## config.mk

```make
export PLATFORM = sky130hd
export DESIGN_NAME = spi_master_tx
export DESIGN_NICKNAME = d
export VERILOG_FILES = /design/src/rtl/spi_master_tx_pkg.sv /design/src/rtl/spi_master_tx_clk_div.sv /design/src/rtl/spi_master_tx.sv
export SDC_FILE = /design/constraint.sdc
export NUM_CORES = 1
export LEC_CHECK = 0
export ABC_AREA = 0
export CAP_MARGIN = 0
export CORE_ASPECT_RATIO = 0.7
export CORE_MARGIN = 4
export CORE_UTILIZATION = 40
export CTS_CLUSTER_SIZE = 8
export DETAILED_ROUTE_END_ITERATION = 10
export GPL_TIMING_DRIVEN = 0
export PLACE_DENSITY = 0.6
export SLEW_MARGIN = 15
export SYNTH_ARGS = -nofsm -noshare
export SYNTH_HDL_FRONTEND = slang
export SYNTH_HIERARCHICAL = 1
export SYNTH_SLANG_ARGS = --single-unit
```

## constraint.sdc

```tcl
create_clock -name clk -period 2.9 [get_ports clk]
set_input_delay 0.58 -clock clk [delete_from_list [all_inputs] [get_ports clk]]
set_output_delay 0.58 -clock clk [all_outputs]
set_load 0.02 [all_outputs]
```

## src/rtl/spi_master_tx_pkg.sv

```systemverilog
// Shared types and defaults for the mode-0 SPI master transmitter.
package spi_master_tx_pkg;

  typedef enum logic [2:0] {
    ST_IDLE  = 3'd0,
    ST_SETUP = 3'd1,
    ST_HIGH  = 3'd2,
    ST_LOW   = 3'd3,
    ST_GAP   = 3'd4
  } state_e;

  localparam logic CPOL = 1'b0;
  localparam logic CPHA = 1'b0;

  localparam int DEFAULT_CLK_DIV = 4;
  localparam int DEFAULT_DATA_W  = 8;
  localparam int DEFAULT_CS_GAP  = 1;

  // Counter width that stays legal when the count range collapses to a single value.
  function automatic int cnt_width(input int n);
    return (n > 1) ? $clog2(n) : 1;
  endfunction

endpackage

```

## src/rtl/spi_master_tx_clk_div.sv

```systemverilog
// Half-period divider for the SPI master: counts 0..DIV-1 and flags the last cycle.
module spi_clk_div
  import spi_master_tx_pkg::*;
#(
  parameter int DIV = DEFAULT_CLK_DIV
) (
  input  logic clk,
  input  logic rst,
  input  logic en_i,
  input  logic clr_i,
  output logic tick_o
);

  localparam int            CW   = cnt_width(DIV);
  localparam logic [CW-1:0] LAST = CW'(DIV - 1);

  logic [CW-1:0] cnt_q;
  logic [CW-1:0] cnt_d;

  // Next count: clear wins over enable, wrap on the last cycle.
  always_comb begin
    cnt_d = cnt_q;
    if (clr_i) begin
      cnt_d = '0;
    end else if (en_i) begin
      if (cnt_q == LAST) begin
        cnt_d = '0;
      end else begin
        cnt_d = cnt_q + CW'(1);
      end
    end else begin
      cnt_d = cnt_q;
    end
  end

  // Count register.
  always_ff @(posedge clk or posedge rst) begin
    if (rst) begin
      cnt_q <= '0;
    end else begin
      cnt_q <= cnt_d;
    end
  end

  assign tick_o = en_i && !clr_i && (cnt_q == LAST);

endmodule

```

## src/rtl/spi_master_tx.sv

```systemverilog
// Single-transfer SPI master, mode 0, MSB first, full duplex with registered pin outputs.
module spi_master_tx
  import spi_master_tx_pkg::*;
#(
  parameter int CLK_DIV = DEFAULT_CLK_DIV,
  parameter int DATA_W  = DEFAULT_DATA_W,
  parameter int CS_GAP  = DEFAULT_CS_GAP
) (
  input  logic              clk,
  input  logic              rst,
  input  logic              start,
  input  logic [DATA_W-1:0] tx_data,
  output logic              busy,
  output logic              done,
  output logic [DATA_W-1:0] rx_data,
  output logic              sclk,
  output logic              mosi,
  input  logic              miso,
  output logic              cs_n
);

  localparam int            BW       = cnt_width(DATA_W);
  localparam int            GW       = cnt_width(CS_GAP);
  localparam logic [BW-1:0] LAST_BIT = BW'(DATA_W - 1);
  localparam logic [GW-1:0] GAP_LAST = GW'(CS_GAP - 1);

  state_e            state_q,   state_d;
  logic [DATA_W-1:0] tx_sr_q,   tx_sr_d;
  logic [DATA_W-1:0] rx_sr_q,   rx_sr_d;
  logic [DATA_W-1:0] rx_data_q, rx_data_d;
  logic [BW-1:0]     bit_cnt_q, bit_cnt_d;
  logic [GW-1:0]     gap_cnt_q, gap_cnt_d;
  logic              sclk_q, sclk_d;
  logic              mosi_q, mosi_d;
  logic              cs_n_q, cs_n_d;
  logic              busy_q, busy_d;
  logic              done_q, done_d;
  logic              tick_s;
  logic              load_s;

  spi_clk_div #(.DIV(CLK_DIV)) u_div (
    .clk    (clk),
    .rst    (rst),
    .en_i   (state_q != ST_IDLE),
    .clr_i  (state_q == ST_IDLE),
    .tick_o (tick_s)
  );

  // A start is taken in IDLE, or on the closing tick of the gap so held starts run back to back.
  always_comb begin
    load_s = 1'b0;
    if (state_q == ST_IDLE) begin
      load_s = start;
    end else if ((state_q == ST_GAP) && tick_s && (gap_cnt_q == GAP_LAST)) begin
      load_s = start;
    end else begin
      load_s = 1'b0;
    end
  end

  // Next-state and next-output logic.
  always_comb begin
    state_d   = state_q;
    tx_sr_d   = tx_sr_q;
    rx_sr_d   = rx_sr_q;
    rx_data_d = rx_data_q;
    bit_cnt_d = bit_cnt_q;
    gap_cnt_d = gap_cnt_q;
    sclk_d    = sclk_q;
    mosi_d    = mosi_q;
    cs_n_d    = cs_n_q;
    busy_d    = busy_q;
    done_d    = 1'b0;

    case (state_q)
      ST_IDLE: begin
        busy_d = 1'b0;
      end
      ST_SETUP: begin
        if (tick_s) begin
          state_d = ST_HIGH;
          sclk_d  = 1'b1;
          rx_sr_d = {rx_sr_q[DATA_W-2:0], miso};
        end else begin
          sclk_d  = 1'b0;
        end
      end
      ST_HIGH: begin
        if (tick_s) begin
          state_d = ST_LOW;
          sclk_d  = 1'b0;
          if (bit_cnt_q != LAST_BIT) begin
            tx_sr_d = {tx_sr_q[DATA_W-2:0], 1'b0};
            mosi_d  = tx_sr_q[DATA_W-2];
          end else begin
            mosi_d  = mosi_q;
          end
        end else begin
          sclk_d  = 1'b1;
        end
      end
      ST_LOW: begin
        if (tick_s) begin
          if (bit_cnt_q != LAST_BIT) begin
            state_d   = ST_HIGH;
            sclk_d    = 1'b1;
            bit_cnt_d = bit_cnt_q + BW'(1);
            rx_sr_d   = {rx_sr_q[DATA_W-2:0], miso};
          end else begin
            state_d   = ST_GAP;
            rx_data_d = rx_sr_q;
            cs_n_d    = 1'b1;
            mosi_d    = 1'b0;
            done_d    = 1'b1;
            gap_cnt_d = '0;
          end
        end else begin
          sclk_d = 1'b0;
        end
      end
      ST_GAP: begin
        if (tick_s) begin
          if (gap_cnt_q == GAP_LAST) begin
            state_d = ST_IDLE;
            busy_d  = 1'b0;
          end else begin
            gap_cnt_d = gap_cnt_q + GW'(1);
          end
        end else begin
          cs_n_d = 1'b1;
        end
      end
      default: begin
        state_d = ST_IDLE;
        sclk_d  = CPOL;
        mosi_d  = 1'b0;
        cs_n_d  = 1'b1;
        busy_d  = 1'b0;
      end
    endcase

    if (load_s) begin
      state_d   = ST_SETUP;
      tx_sr_d   = tx_data;
      rx_sr_d   = '0;
      bit_cnt_d = '0;
      mosi_d    = tx_data[DATA_W-1];
      cs_n_d    = 1'b0;
      busy_d    = 1'b1;
      sclk_d    = CPOL;
    end else begin
      state_d   = state_d;
    end
  end

  // State and output registers.
  always_ff @(posedge clk or posedge rst) begin
    if (rst) begin
      state_q   <= ST_IDLE;
      tx_sr_q   <= '0;
      rx_sr_q   <= '0;
      rx_data_q <= '0;
      bit_cnt_q <= '0;
      gap_cnt_q <= '0;
      sclk_q    <= CPOL;
      mosi_q    <= 1'b0;
      cs_n_q    <= 1'b1;
      busy_q    <= 1'b0;
      done_q    <= 1'b0;
    end else begin
      state_q   <= state_d;
      tx_sr_q   <= tx_sr_d;
      rx_sr_q   <= rx_sr_d;
      rx_data_q <= rx_data_d;
      bit_cnt_q <= bit_cnt_d;
      gap_cnt_q <= gap_cnt_d;
      sclk_q    <= sclk_d;
      mosi_q    <= mosi_d;
      cs_n_q    <= cs_n_d;
      busy_q    <= busy_d;
      done_q    <= done_d;
    end
  end

  assign busy    = busy_q;
  assign done    = done_q;
  assign rx_data = rx_data_q;
  assign sclk    = sclk_q;
  assign mosi    = mosi_q;
  assign cs_n    = cs_n_q;

endmodule

```

Word-level counts from Yosys, hierarchy flattened
Cells that the tools add are included.
{"block": "op_classes", "n_addsub": 3, "eq_ne": 24, "muxes": 53, "n_bitwise": 2, "n_reduce_logical": 28}
{"operator": "3-bit two-way mux", "n": 11}
{"operator": "8-bit two-way mux", "n": 4}
{"operator": "3-bit inequality test, second input constant", "n": 10}
{"operator": "7-bit two-way mux", "n": 4}
{"operator": "1-bit two-way mux", "n": 24}
{"operator": "8-bit case mux with 2 select lines", "n": 1}
{"operator": "3-bit case mux with 5 select lines", "n": 1}
{"operator": "3-bit AND reduction", "n": 4}
{"operator": "4-bit AND reduction", "n": 3}
{"operator": "2-bit nonzero test", "n": 6}
{"operator": "3-bit OR reduction", "n": 3}
{"operator": "2-bit by 1-bit inequality test with 1-bit output, second input constant", "n": 4}
{"operator": "2-bit inequality test, second input constant", "n": 4}
{"operator": "3-bit by 2-bit == test with 1-bit output, second input constant", "n": 2}
{"operator": "2-bit two-way mux", "n": 3}
{"operator": "1-bit case mux with 3 select lines", "n": 2}
{"operator": "6-bit AND reduction", "n": 1}
{"operator": "3-bit nonzero test", "n": 2}
{"operator": "5-bit AND reduction", "n": 1}
{"operator": "1-bit logical AND", "n": 4}
{"operator": "4-bit inequality test, second input constant", "n": 1}
{"operator": "1-bit case mux with 2 select lines", "n": 2}
{"operator": "1-bit case mux with 4 select lines", "n": 1}
{"operator": "3-bit by 1-bit adder with 3-bit output, second input constant", "n": 1}
{"operator": "10 further kinds", "n": 11}
{"block": "totals", "regBits": 37, "input_bits": 12, "output_inout_bits": 13}

Depth between registers and ports, before layout
Gate-level depths: netlist of the first run.
{"block": "depth", "ltp_word": 10, "depth_mapped": 10}

Cells and area by module
The synthesis of the first run kept the hierarchy.
{"module": "spi_master_tx", "n_inst": 1, "cells_each": 130, "area_per_inst_um2": 1612.8, "seq_area_each_um2": 852.1}
{"module": "spi_clk_div", "n_inst": 1, "cells_each": 11, "area_per_inst_um2": 111.4, "seq_area_each_um2": 50.0}

Worst setup path before layout of the first run
Ideal clock, no wire load.
{"block": "synth_path", "path_kind": "reg2reg", "startpoint": "register state_q[1]", "endpoint": "register tx_sr_q[3]", "arrival_ns": 2.247, "t_required_ns": 2.775, "path_slack_ns": 0.528, "stages_incl_launch_ff": 11, "synth_period_minus_slack_ns": 2.372, "cell_sequence": "dfrtp_1 -> buf_2 -> or3_1 -> inv_1 -> nor2_1 -> buf_4 -> nor2b_1 -> nor2_2 -> buf_4 -> mux2_1 -> mux2_4"}
{"block": "synth_between", "elab_chain_cells": 10}
{"element": "from (decl)", "line": "spi_master_tx.sv:27", "rtl": "state_e state_q, state_d;"}
{"element": "from (signal assigned)", "line": "spi_master_tx.sv:171", "rtl": "state_q <= state_d;"}
{"element": "3-bit zero test", "line": "spi_master_tx.sv:45", "rtl": ".clr_i (state_q == ST_IDLE),"}
{"element": "1-bit zero test", "line": "spi_master_tx_clk_div.sv:45", "rtl": "assign tick_o = en_i && !clr_i && (cnt_q == LAST);"}
{"element": "1-bit logical AND (*) (2 in series)", "line": "spi_master_tx_clk_div.sv:45"}
{"element": "via tick_s", "line": "spi_master_tx.sv:38", "rtl": "logic tick_s;"}
{"element": "1-bit logical AND (2 in series)", "line": "spi_master_tx.sv:54", "rtl": "end else if ((state_q == ST_GAP) && tick_s && (gap_cnt_q == GAP_LAST)) begin"}
{"element": "1-bit two-way mux", "line": "spi_master_tx.sv:54"}
{"element": "1-bit two-way mux", "line": "spi_master_tx.sv:52", "rtl": "if (state_q == ST_IDLE) begin"}
{"element": "2-bit nonzero test (no line)"}
{"element": "3-bit AND reduction (no line)"}
{"element": "to (signal assigned)", "line": "spi_master_tx.sv:172", "rtl": "tx_sr_q <= tx_sr_d;"}
{"element": "to (decl)", "line": "spi_master_tx.sv:28", "rtl": "logic [DATA_W-1:0] tx_sr_q, tx_sr_d;"}
The timed path passes the listed nets; every way through them passes the cells marked *.
A chain may end at the register's enable or synchronous reset.

Worst setup path in the final report of the first run
{"block": "layout_path", "startpoint": "register state_q[2]", "endpoint": "register tx_sr_q[6]"}
The elaborated chain is that of the path after synthesis.

==> flow_summary.toml, run 1 <==
[pwr]
swShare = 0.304
switching_power_w = 0.000626
leakagePower_nw = 1.04
power_frac_seq = 0.366
peakVddDrop_mv = 0.421
cellPowerDensity_mw_per_mm2 = 939
power.share.clock = 0.299
p_int_w = 0.00143
pwr-share-comb = 0.335
total_power_w = 0.00206

[placed_design]
port-buffer-count = 24
dp_hpwl_um = 2370
dp_worst_setup_slack_ps = 211
routabilityCongestion = 0.820

[clock_network]
post_cts_resized = 0
cts_root_buf = "clkbuf_8"
tritoncts = "built"
clk_latency_ps = 290
cts_hold_buf = 0
cts_setup_buffers = 0
clk_pin_slew_ps = 70
htree_levels = 2
cts_buffer_depth = 2
cts.sinks = 36
cts_buffers = 5

[timing]
hold_ws_ps = 497
fmax_ghz = 0.366
layout_min_cycle_time_ps = 2740
hold_viol_final = 0
tns_ps = 0
setup_violations = 0
finClkSkew_ps = 5.19
finalCritPeriodShare = 0.943
max-slew-margin-rel = 0.527
rsz0062_at_grt = "no"
tightest_slew_ps = 708
fin_ws_ps = 164
finalMaxSlewViolations = 0

[cells_and_area]
ff_latch_area_um2 = 902
syn_to_final_growth_pct = 26.9
multi_input_area_um2 = 751
nets = 187
drive_above_1_share = 0.220
fillers = 340
n_antenna_cell = 0
finish.utilization = 0.541

[global_routing]
grt_overflow_total = 0
grt_pass1_vias = 1236
grt_max_degree = 35
track_usage = 0.135
grt_pass1_wl_um = 5800
antenna_found_initial = 0

[synth]
syn_area_mm2 = 0.00172
synth.distinct_cells = 39
synth_top_area_cell = "dfrtp_1"
synth_area_leaders = "dfrtp_1 51%, mux2_2 6.5%, mux2_4 5.2%"
netlist_instances = 141
yosysMostFrequentCell = "dfrtp_1"
syn_nets = 156
yosys_most_used_dff = "dfrtp_1"
yosys_warnings = 6
synth-seq-cells = 36
synth-edff-count = 0
avgSynthCellArea_um2 = 12.2
yosysSeqAreaShare = 0.523
synth_top_area_frac = 0.508
synth_common_cells = "35 x dfrtp_1, 10 x mux2_2, 10 x nor2_1, 8 x a22o_1, 7 x inv_1"
ys_async_sr_fraction = 1.00

[die]
die_x_um = 86.5
die_area_mm2 = 0.00544
die_h_um = 62.9
io_pins = 25
row_count = 19
start_util = 0.427
fp.coreArea_mm2 = 0.00404

[detailed_routing]
dr.pass1.iters = 4
routed_wl_um = 3320
vias_per_cell = 5.13
final_antenna_net_count = 0
drc = 0
wire_per_inst_um = 14.8
initialDrtViolationCount = 73
vias = 1155

[worst_hold_path]
worstHoldPathType = "in2async"

[critical_path]
cp_max_fo = 10
worstPathArrival_ps = 2910
slowest_stage = "dfrtp_1"
crit_required_ps = 3070
critPathBufInv = 3
path_class = "reg2reg"
path_cells = "clkbuf_1 > or3_1 > inv_1 > nor2_1 > buf_4 > nand3b_1 > or2_1 > a21oi_4 > mux2_4"
worstRegToRegCells = 9
end_kind = "flop"
cp-start-kind = "flop"
crit_path_max_incr_delay_ps = 400
cp.depth = 9
crit_family = "simple AND/OR/NAND/NOR gates"

[job]
cap_viol_max_count = 0

[run_status]
status = "completed"
per-stage QoR:
stage          instances  cell area [µm²]
2_1_floorplan        141             1720
3_3_place_gp         217             2030
3_5_place_dp         217             2030
4_1_cts              225             2190
5_1_grt              225             2190
6_report             225             2190
sequential cells by signal, indices dropped and copies added (netlist names):
register / cells
bit_cnt_q: 3
busy: 1
cs_n: 1
done: 1
mosi: 1
rx_data: 8
rx_sr_q: 8
sclk: 1
state_q: 3
tx_sr_q: 7
u_div/cnt_q: 2
cell type report:
class / count / share of cell area
inverter: 7 / 0.0120
clock buffer: 5 / 0.0314
multi-input combinational: 91 / 0.343
buffer: 7 / 0.0206
tap: 52 / 0.0297
clock inverter: 3 / 0.0412
sequential: 36 / 0.412
timing repair buffer: 24 / 0.110
placed cells by master, fill, tap and decap left out, drive strengths merged:
master / instances
a211oi: 1
a21o: 1
a21oi: 5
a22o: 8
a311oi: 1
a31oi: 1
a32o: 1
and3: 2
buf: 6
bufinv: 3
clkbuf: 6
clkdlybuf4s50: 24
dfrtp: 35
dfstp: 1
ha: 3
inv: 7
mux2: 21
mux2i: 3
nand2: 6
nand2b: 2
nand3: 4
nand3b: 2
nand4: 1
nor2: 12
nor2b: 3
nor3: 1
nor4bb: 1
o21ai: 7
or2: 1
or3: 1
or3b: 2
xnor2: 1
power groups by stage:
stage / logic [W] / clock network (W) / registers, W
global placement: 0.000666 / 0 / 0.000752
floorplan: 0.000497 / 0 / 0.000765
CTS: 0.000694 / 0.000626 / 0.000753
finish: 0.000688 / 0.000615 / 0.000752
global route: 0.000758 / 0.000646 / 0.000773
detailed placement: 0.000689 / 0 / 0.000761
final timing paths:
check                                  startpoint                          to  slack, ps
setup / recovery           state_q[2]$_DFFE_PP0P_      tx_sr_q[6]$_DFFE_PP0P_        160
hold / removal                                rst  u_div/cnt_q[0]$_DFFE_PP0P_        500
setup reg to reg           state_q[2]$_DFFE_PP0P_      tx_sr_q[6]$_DFFE_PP0P_        160
hold reg to reg                  cs_n$_DFFE_PP1P_            cs_n$_DFFE_PP1P_        500
max in group asynchronous                     rst    bit_cnt_q[2]$_DFFE_PP0P_       1680
min in group clk                 cs_n$_DFFE_PP1P_            cs_n$_DFFE_PP1P_        500
per-layer routing:
layer | GRT usage | share of wire | vias up | wire length [µm]
li1 | - | - | 553 | -
met1 | 0.187 | 0.48 | 579 | 1610
met2 | 0.197 | 0.46 | 19 | 1530
met3 | 0.0408 | 0.046 | 4 | 152
met4 | 0.0525 | 0.011 | 0 | 35
met5 | 0 | 0 | - | 0
cells by family (layout without fill, tap and decap cells):
family | after synthesis | in the layout | share of synthesized area
buffers and inverters | 14 | 46 | 0.0414
AND/OR/NAND/NOR | 38 | 38 | 0.123
multiplexers | 24 | 24 | 0.168
flip-flops | 36 | 36 | 0.523
adder cells (fa/ha/maj) | 3 | 3 | 0.0218
XOR/XNOR | 1 | 1 | 0.00508
AO/OA/AOI/OAI | 25 | 25 | 0.118
Note: power is estimated with default switching activity, not from simulation.
==> run 2: changes to the inputs <==
REMOVE_ABC_BUFFERS = 1   (was unset)
SYNTH_HIERARCHICAL = unset   (was 1)
==> run 2 against run 1 <==
Net effect:
- utilization fell by 2.8 points
- critical endpoint is now tx_sr_q[2]$_DFFE_PP0P_
- sequential share of layout area rose by 2.0 points
- register-to-register slack improved by 680 ps
- final cell count rose by 3.6%
- critical path type unchanged
- die area rose by 0.78%
==> flow_summary.toml, run 2 <==
[die]
die_h_um = 63.2
die_area_mm2 = 0.00548
fp.coreArea_mm2 = 0.00407
io_pins = 25
die_x_um = 86.8
row_count = 19
start_util = 0.428

[synth]
yosysSeqAreaShare = 0.519
synth.distinct_cells = 42
synth-edff-count = 0
netlist_instances = 161
synth_area_leaders = "dfrtp_1 50%, mux2_2 5.2%, o21ai_0 4.9%"
ys_async_sr_fraction = 1.00
synth_top_family_by_area = "compound AO/OA/AOI/OAI gates"
synth-compound-area-share = 0.188
yosys_most_used_dff = "dfrtp_1"
avgSynthCellArea_um2 = 10.8
syn_area_mm2 = 0.00174
synth_top_area_cell = "dfrtp_1"
synth_common_cells = "35 x dfrtp_1, 17 x o21ai_0, 15 x a21oi_1, 15 x nand3_1, 8 x mux2_2"
synth-xor-area-share = 0.00504
synth-seq-cells = 36
yosysMostFrequentCell = "dfrtp_1"
synth_fa_ha_area_frac = 0.0216
synth-simple-area-share = 0.162
yosys_warnings = 0
synth_top_area_frac = 0.504
synthMuxAreaShare = 0.0518

[global_routing]
grt_pass1_vias = 1217
grt_overflow_total = 0
grt_max_degree = 37
antenna_found_initial = 0
grt_pass1_wl_um = 5980
track_usage = 0.138

[placed_design]
dp_hpwl_um = 2410
routabilityCongestion = 0.775
port-buffer-count = 24
place_area_mm2 = 0.00197

[clock_network]
clk_pin_slew_ps = 70
htree_levels = 2
clk_latency_ps = 280
cts.sinks = 36
tritoncts = "built"
cts_root_buf = "clkbuf_8"
cts_buffers = 5
cts_setup_buffers = 0
cts_hold_buf = 0
cts_buffer_depth = 2
post_cts_resized = 0

[cells_and_area]
drive_above_1_share = 0.133
fin_area_mm2 = 0.00209
syn_to_final_growth_pct = 19.9
n_antenna_cell = 0
final_cell_mix = "35 x dfrtp_1, 24 x clkdlybuf4s50_1, 17 x o21ai_0, 15 x a21oi_1, 15 x nand3_1"
nets = 195
final_common_cell = "dfrtp_1"

[critical_path]
worstPathArrival_ps = 2230
cp_max_fo = 11
crit_required_ps = 3080
path_cells = "ha_1 > ha_1 > nand4bb_1 > or3_1 > o221a_2"
cpMostUsedCell = "ha_1"
crit_path_max_incr_delay_ps = 490
r2r_slack_ps = 840
end_kind = "flop"
cp-start-kind = "flop"
slowest_stage = "nand4bb_1"
critPathBufInv = 0
crit_family = "simple AND/OR/NAND/NOR gates"
path_class = "reg2reg"

[run_status]
status = "completed"

[detailed_routing]
vias = 1315
dr.pass1.iters = 4
drc = 0
wire_per_inst_um = 15.5
initialDrtViolationCount = 92
vias_per_cell = 5.64
routed_wl_um = 3610
final_antenna_net_count = 0

[timing]
hold_viol_final = 0
finClkSkew_ps = 2.71
finalMaxSlewViolations = 0
fmax_ghz = 0.486
max-slew-margin-rel = 0.500
setup_violations = 0
hold_ws_ps = 451
tightest_slew_ps = 749
tns_ps = 0
layout_min_cycle_time_ps = 2060
finalCritPeriodShare = 0.709
rsz0062_at_grt = "no"

[worst_hold_path]
worstHoldPathType = "reg2reg"

[pwr]
leakagePower_nw = 0.868
cellPowerDensity_mw_per_mm2 = 908
peakVddDrop_mv = 0.390

[job]
cap_viol_max_count = 0
==> run 2: where the power goes <==
group / leakage (nW) / internal [W] / switching [W]
Clock: 0.0541 / 0.000254 / 0.000183
Combinational: 0.358 / 0.000299 / 0.000330
Sequential: 0.456 / 0.000674 / 0.000154
Total: 0.868 / 0.00123 / 0.000666
==> run 2: logic make-up (layout without fill, tap and decap cells) <==
logic type	Yosys count	count (layout)
AO/OA/AOI/OAI	50	50
XOR/XNOR	1	1
adder cells (fa/ha/maj)	3	3
buffers and inverters	18	38
flip-flops	36	36
multiplexers	8	8
AND/OR/NAND/NOR	45	45
==> run 2: area by class of cell <==
| cell class | count | area, µm² |
|---|---|---|
| clock buffers | 5 | 68.8 |
| clock inverters | 3 | 42.5 |
| fillers | 352 | 1980 |
| inverters | 6 | 22.5 |
| multi-input cells | 107 | 744 |
| flip-flops and latches | 36 | 902 |
| well taps | 52 | 65.1 |
| repair buffers | 24 | 240 |
==> run 2: worst register-to-register path, stage by stage, from the launching register on <==
cell	delay [ps]
dfrtp_1	400
ha_1	210
ha_1	250
nand4bb_1	490
or3_1	470
o221a_2	130
==> run 2: worst paths after layout <==
check	start	end	cells after the start
min	u_div.cnt_q[0]$_DFF_PP0_	u_div.cnt_q[0]$_DFF_PP0_	1
max in group asynchronous	rst	rx_sr_q[0]$_DFFE_PP0P_	2
max reg2reg	bit_cnt_q[0]$_DFFE_PP0P_	tx_sr_q[2]$_DFFE_PP0P_	5
max	bit_cnt_q[0]$_DFFE_PP0P_	tx_sr_q[2]$_DFFE_PP0P_	5
min in group asynchronous	rst	done$_DFF_PP0_	2
min reg2reg	u_div.cnt_q[0]$_DFF_PP0_	u_div.cnt_q[0]$_DFF_PP0_	1
==> run 2: metal layers <==
| layer | vias to the layer above | global-route usage | part of all wire |
|---|---|---|---|
| li1 | 630 | - | - |
| met1 | 645 | 0.204 | 0.52 |
| met2 | 35 | 0.188 | 0.42 |
| met3 | 5 | 0.0456 | 0.050 |
| met4 | 0 | 0.0467 | 0.011 |
| met5 | - | 0 | 0 |
==> run 2: per-stage QoR <==
step                      total power (W)  utilization  std cells  worst slack (ps)
after floorplan                   0.00124            -        149              1120
after global placement            0.00144        0.486        225               694
after detailed placement          0.00147        0.486        225               813
after CTS                         0.00191        0.513        233               850
after global routing              0.00202        0.513        233               716
final                             0.00189        0.513        233               844
